<file path="config.mk">
export PLATFORM = sky130hd
export DESIGN_NAME = bounce_counter_multimode
export DESIGN_NICKNAME = d
export VERILOG_FILES = /design/src/rtl/udc_pkg.sv /design/src/rtl/udc_step_sat.sv /design/src/rtl/bounce_counter_multimode.sv
export SDC_FILE = /design/constraint.sdc
export NUM_CORES = 1
export LEC_CHECK = 0
export BUFFER_PORTS_ARGS = -buffer_cell sky130_fd_sc_hd__buf_2
export CORE_ASPECT_RATIO = 0.8
export CORE_MARGIN = 8
export CORE_UTILIZATION = 65
export DETAILED_ROUTE_END_ITERATION = 6
export PLACE_DENSITY = 0.89
export SYNTH_ARGS = -nofsm -noshare
export SYNTH_HDL_FRONTEND = slang
export SYNTH_HIERARCHICAL = 1
export SYNTH_SLANG_ARGS = --single-unit
</file>
<file path="constraint.sdc">
create_clock -name clk -period 10.83 [get_ports clk]
set_clock_uncertainty 0.05 [all_clocks]
set_input_delay 3.249 -clock clk [delete_from_list [all_inputs] [get_ports clk]]
set_output_delay 3.249 -clock clk [all_outputs]
set_load 0.1 [all_outputs]
</file>
<file path="src/rtl/udc_pkg.sv">
// Shared definitions for the multimode bounce counter: mode encoding and its type.
package udc_pkg;

    typedef logic [1:0] mode_t;

    localparam mode_t MODE_BOUNCE  = 2'd0;
    localparam mode_t MODE_WRAP_UP = 2'd1;
    localparam mode_t MODE_WRAP_DN = 2'd2;
    localparam mode_t MODE_ONESHOT = 2'd3;

endpackage

</file>
<file path="src/rtl/udc_step_sat.sv">
// Combinational step-and-clamp: value +/- step, evaluated in WIDTH+1 bits and clamped to bound.
// The add form clamps from above (min), the subtract form clamps from below (max).
module udc_step_sat #(
    parameter int unsigned WIDTH    = 16,
    parameter int unsigned STEP_W   = 4,
    parameter bit          SUBTRACT = 1'b0
) (
    input  logic [WIDTH-1:0]  value,
    input  logic [STEP_W-1:0] step,
    input  logic [WIDTH-1:0]  bound,
    output logic [WIDTH-1:0]  result
);

    logic [WIDTH:0] ext_val;
    logic [WIDTH:0] ext_step;
    logic [WIDTH:0] ext_bound;
    logic [WIDTH:0] raw;
    logic           clamp;

    assign ext_val   = {1'b0, value};
    assign ext_step  = {{(WIDTH + 1 - STEP_W){1'b0}}, step};
    assign ext_bound = {1'b0, bound};

    // Raw step result and whether it crosses the bound
    always_comb begin
        if (SUBTRACT) begin
            raw   = ext_val - ext_step;
            // A borrow sets the extra MSB, which counts as below any bound
            clamp = raw[WIDTH] || (raw < ext_bound);
        end else begin
            raw   = ext_val + ext_step;
            clamp = raw > ext_bound;
        end
        result = clamp ? bound : raw[WIDTH-1:0];
    end

endmodule

</file>
<file path="src/rtl/bounce_counter_multimode.sv">
// Programmable-limit up/down counter with bounce, wrap-up, wrap-down and one-shot modes.
// Define UDC_TURN_CNT_EN to build the saturating turn counter and its turn_cnt port.
module bounce_counter_multimode
    import udc_pkg::*;
#(
    parameter int unsigned     WIDTH   = 16,
    parameter int unsigned     STEP_W  = 4,
    parameter logic [WIDTH-1:0] RST_VAL = '0,
    parameter int unsigned     TC_W    = 8
) (
    input  logic              clk,
    input  logic              rst,
    input  logic              en,
    input  logic              load,
    input  logic [WIDTH-1:0]  data,
    input  logic [WIDTH-1:0]  upper_lim,
    input  logic [WIDTH-1:0]  down_lim,
    input  logic [STEP_W-1:0] step,
    input  logic [1:0]        mode,
    output logic [WIDTH-1:0]  count,
    output logic              dir,
    output logic              turn,
    output logic              done,
    output logic              cfg_err
`ifdef UDC_TURN_CNT_EN
    ,
    output logic [TC_W-1:0]   turn_cnt
`endif
);

    mode_t            mode_sel;
    logic [WIDTH-1:0] count_q, count_d;
    logic [WIDTH-1:0] up_val, dn_val;
    logic             dir_q, dir_d;
    logic             turn_q, turn_d;
    logic             done_q, done_d;

    assign mode_sel = mode;
    assign cfg_err  = down_lim > upper_lim;

    udc_step_sat #(
        .WIDTH    (WIDTH),
        .STEP_W   (STEP_W),
        .SUBTRACT (1'b0)
    ) u_up (
        .value  (count_q),
        .step   (step),
        .bound  (upper_lim),
        .result (up_val)
    );

    udc_step_sat #(
        .WIDTH    (WIDTH),
        .STEP_W   (STEP_W),
        .SUBTRACT (1'b1)
    ) u_dn (
        .value  (count_q),
        .step   (step),
        .bound  (down_lim),
        .result (dn_val)
    );

    // Next count/dir/turn/done from load, mode and boundary compares
    always_comb begin
        count_d = count_q;
        dir_d   = dir_q;
        turn_d  = 1'b0;
        done_d  = done_q;
        if (load) begin
            count_d = data;
            done_d  = 1'b0;
            dir_d   = (mode_sel == MODE_WRAP_DN) ||
                      ((mode_sel == MODE_BOUNCE) && (data >= upper_lim));
        end else if (en && !cfg_err) begin
            case (mode_sel)
                MODE_BOUNCE: begin
                    if (!dir_q) begin
                        if (count_q >= upper_lim) begin
                            count_d = dn_val;
                            dir_d   = 1'b1;
                            turn_d  = 1'b1;
                        end else begin
                            count_d = up_val;
                        end
                    end else begin
                        if (count_q <= down_lim) begin
                            count_d = up_val;
                            dir_d   = 1'b0;
                            turn_d  = 1'b1;
                        end else begin
                            count_d = dn_val;
                        end
                    end
                end
                MODE_WRAP_UP: begin
                    dir_d = 1'b0;
                    if (count_q >= upper_lim) begin
                        count_d = down_lim;
                        turn_d  = 1'b1;
                    end else begin
                        count_d = up_val;
                    end
                end
                MODE_WRAP_DN: begin
                    dir_d = 1'b1;
                    if (count_q <= down_lim) begin
                        count_d = upper_lim;
                        turn_d  = 1'b1;
                    end else begin
                        count_d = dn_val;
                    end
                end
                default: begin
                    // MODE_ONESHOT: done is raised alongside the count that lands on the limit
                    dir_d = 1'b0;
                    if (count_q >= upper_lim) begin
                        done_d = 1'b1;
                    end else begin
                        count_d = up_val;
                        if (up_val >= upper_lim) begin
                            done_d = 1'b1;
                        end
                    end
                end
            endcase
        end
    end

    // Main state register with synchronous reset
    always_ff @(posedge clk) begin
        if (rst) begin
            count_q <= RST_VAL;
            dir_q   <= 1'b0;
            turn_q  <= 1'b0;
            done_q  <= 1'b0;
        end else begin
            count_q <= count_d;
            dir_q   <= dir_d;
            turn_q  <= turn_d;
            done_q  <= done_d;
        end
    end

    assign count = count_q;
    assign dir   = dir_q;
    assign turn  = turn_q;
    assign done  = done_q;

`ifdef UDC_TURN_CNT_EN
    logic [TC_W-1:0] turn_cnt_q, turn_cnt_d;

    // Saturating turn tally, cleared by load
    always_comb begin
        turn_cnt_d = turn_cnt_q;
        if (load) begin
            turn_cnt_d = '0;
        end else if (turn_d && (turn_cnt_q != {TC_W{1'b1}})) begin
            turn_cnt_d = turn_cnt_q + TC_W'(1);
        end
    end

    // Turn counter register with synchronous reset
    always_ff @(posedge clk) begin
        if (rst) begin
            turn_cnt_q <= '0;
        end else begin
            turn_cnt_q <= turn_cnt_d;
        end
    end

    assign turn_cnt = turn_cnt_q;
`else
    // TC_W only sizes the turn counter, which this build omits
    logic unused_tc_w;
    assign unused_tc_w = (TC_W != 0);
`endif

endmodule

</file>
==> reports/results.txt <==
delay of the slowest cell on the worst path: 0.45 ns
VDD IR max: 0.0763 mV
Arrival @ worst endpoint: 5.05 ns
Gates resized, CTS repair: 0
post-detailed-placement cell area: 6030 um^2
setup-violating endpoint count in the final report: 0
share of the clock period used by the worst path: 77.1%
worst setup slack after layout: 2.48 ns
category of the worst setup path launch point: primary input
Clock Path Buffers: 2
ratio of total power to cell area: 106 nW/um^2
root cell of the clock tree: sky130_fd_sc_hd__clkbuf_8
post-route cell area: 6070 um^2
TritonCTS buffer count: 3
Clock Pin Slew Worst Setup and Hold Paths: 0.08 ns
Layout Area Growth over Synthesis: 8.23%
number of nets with antenna violations after routing: 0
proportion of layout cells with a drive suffix above 1: 20.0%
cell at the slowest stage of the critical path: sky130_fd_sc_hd__buf_2
relative slew slack: 44.4%
compound-gate portion of the synthesized area: 21.5%
clock latency of the later-clocked register in the worst-skew pair: 0.26 ns
Post-Synthesis Cells: 702
leakage dissipation: 3.06 nW
Worst Setup Path Type: primary input to output pin
global-route wire length before repair: 29,900 um
achievable frequency: 0.120 GHz
CTS H-tree lvls: 1
dominant register cell in the synthesized netlist: sky130_fd_sc_hd__dfxtp_1
First DRT Iteration DRCs: 709
number of flops mapped to enable cells by yosys: 0
Total Die Area: 11,900 um^2
post-synthesis mux area share: 16.6%
Worst Hold Class: flip-flop to flip-flop
Avg WL per Cell: 21.6 um
remaining routing DRC violations: 0
number of nets in the finished design: 944
syn_nets: 881
CTS tree: yes
detailed-route vias per instance: 6.66
total global routing overflow: 0
Hold Crit Depth: 2
setup repair bufs after CTS: 0
Top-Level Pins: 78
Global Route Usage Sum: 30.9%
max-cap check violation count: 0
number of global-route vias before repair: 5,795
synthesis warning total: 6
Port Buffers: 77
placeable core area: 8450 um^2
initial cell density of the core: 66.4%
cell-by-cell trace of the critical path: buf_2 -> inv_1 -> ha_1 -> nand4_1 -> o221ai_1 -> o211ai_1 -> a31oi_1 -> buf_2
largest family of logic cells by synthesized area: adder cells
Setup Total Neg Slack: 0 ns
simple logic cell fraction of the synthesized area: 15.3%
FP Rows: 30
Mapped Area: 5610 um^2
ys async rst share: 0%
count of final max-slew check failures: 0
worst setup slack after placement: 2.33 ns
hold violation total from the final report: 0
floorplan die width: 120 um
post-synthesis average cell area: 7.99 um^2
end-of-flow core utilization: 71.9%
Worst-Margin Slew: 0.835 ns
count of different cell masters after synthesis: 69
HPWL after DPL: 15,500 um
maximum number of pins on one net before global-route repair: 30
number of clock sinks: 19
overall via count from detail_route: 5,838
number of cells on the worst reg-to-reg path: 24
drt total wl: 18,900 um
Seq cells post-synth: 19
post-synthesis xor/xnor area fraction: 3.90%
# diodes: 0
unrepaired setup endpoints after global routing: false
gpl congestion: 1.03
number of antenna violations at the first check in global routing: 0
sequential area share after synthesis: 6.78%
Final Power: 0.644 mW
arithmetic-cell share of the synthesized area counting full adders, half adders and majority gates: 27.3%
shortest period the worst path allows: 8.35 ns
Critical Path End Type: output pin
outcome: complete, no violations
die span in y: 99.1 um
CTS Hold Bufs: 0
endpoint required time on the critical path: 7.53 ns
most prevalent standard cell on the critical path: sky130_fd_sc_hd__buf_2
Pre-Repair DR Iteration Count: 6
worst-path maximum fanout: 4
number of fill cells in the layout: 675
registers in the layout, indices dropped and copies added, names as in the netlist:
name,count
count,16
dir,1
turn,1
done,1
per-layer routing:
layer	global-route usage (%)	wire length [um]	share of wire, %
met1	43.4	8530	45
met3	5.31	2010	11
met2	46.7	7880	42
met4	9.00	471	2.5
met5	0	0	0
final cells by class:
cell class | count | area [um^2] | share of cell area, %
Multi-Input combinational cell | 567 | 4740 | 78.2
Timing Repair Buffer | 80 | 408 | 6.72
Sequential cell | 19 | 380 | 6.27
Inverter | 94 | 353 | 5.81
Tap cell | 112 | 140 | 2.31
Clock buffer | 4 | 45.0 | 0.742
cells by family (layout without fill, tap and decap cells):
family	after synthesis	count (layout)
compound gates	175	175
xor+xnor	25	25
fa+ha+maj	121	121
buf+inv	116	178
flops	19	19
mux	79	79
simple gates	167	167
final timing paths:
path / start / end / slack [ns]
worst max register to register: count[0] / done / 5.20
worst min-delay path: dir / dir / 0.53
worst min register to register: dir / dir / 0.53
worst max-delay path: upper_lim[4] / cfg_err / 2.48
cells in the final DEF, fill, tap and decap left out, drive strengths merged, types with 4 or more instances in the layout:
master and instances:
dfxtp 19, a22oi 8, o21a 7, inv 94, a21boi 8, xnor2 14
nand2b 5, nor2b 6, nor2 48, a211oi 13, a21o 13, mux2i 26
xor2 11, clkbuf 4, mux2 53, nor4 6, a31oi 15, o21ai 28
o32ai 7, a2111oi 8, buf 80, nor3 11, a21oi 47, nand2 33
nand3 17, nand4 19, or2 9, ha 119
power breakdown:
group / switching [mW] / internal (mW) / total, mW
Combinational: 0.292 / 0.195 / 0.487
Sequential: 0.0280 / 0.0770 / 0.105
Clock: 0.0255 / 0.0262 / 0.0517
Total: 0.346 / 0.298 / 0.644
stage by stage:
step / hold slack (ns) / cells
finish: 0.531 / 876
global route: 0.556 / 876
CTS: 0.527 / 876
detailed placement: 0.517 / 872
global placement: 0.502 / 872
floorplan: 0.909 / 702
cell usage after synthesis, drive strengths merged, types with 7 or more instances:
cell type	count	share of area, %
clkbuf	13	0.87
ha	119	27
nand4	19	2.1
xnor2	14	2.2
a21o	13	1.7
nand2	33	2.3
a22oi	8	1.1
o32ai	7	1.1
a21boi	8	1.1
nor2	48	3.2
a31oi	15	1.8
mux2	53	12
nor3	11	1.3
inv	94	6.3
mux2i	26	4.9
o21a	7	0.94
o21ai	28	2.7
xor2	11	1.7
buf	9	1.5
a211oi	13	1.8
a21oi	47	4.2
or2	9	1.0
nand3	17	1.5
a2111oi	8	1.5
dfxtp	19	6.8
worst max-delay path, delay by kind of cell:
kind	cells	cell delay, ns
AOI/OAI and AO/OA	3	0.63
and+or+nand+nor	1	0.12
adders and majority gates	1	0.33
buffers and inverters	3	0.71
Power figures use the tool's default switching activity.
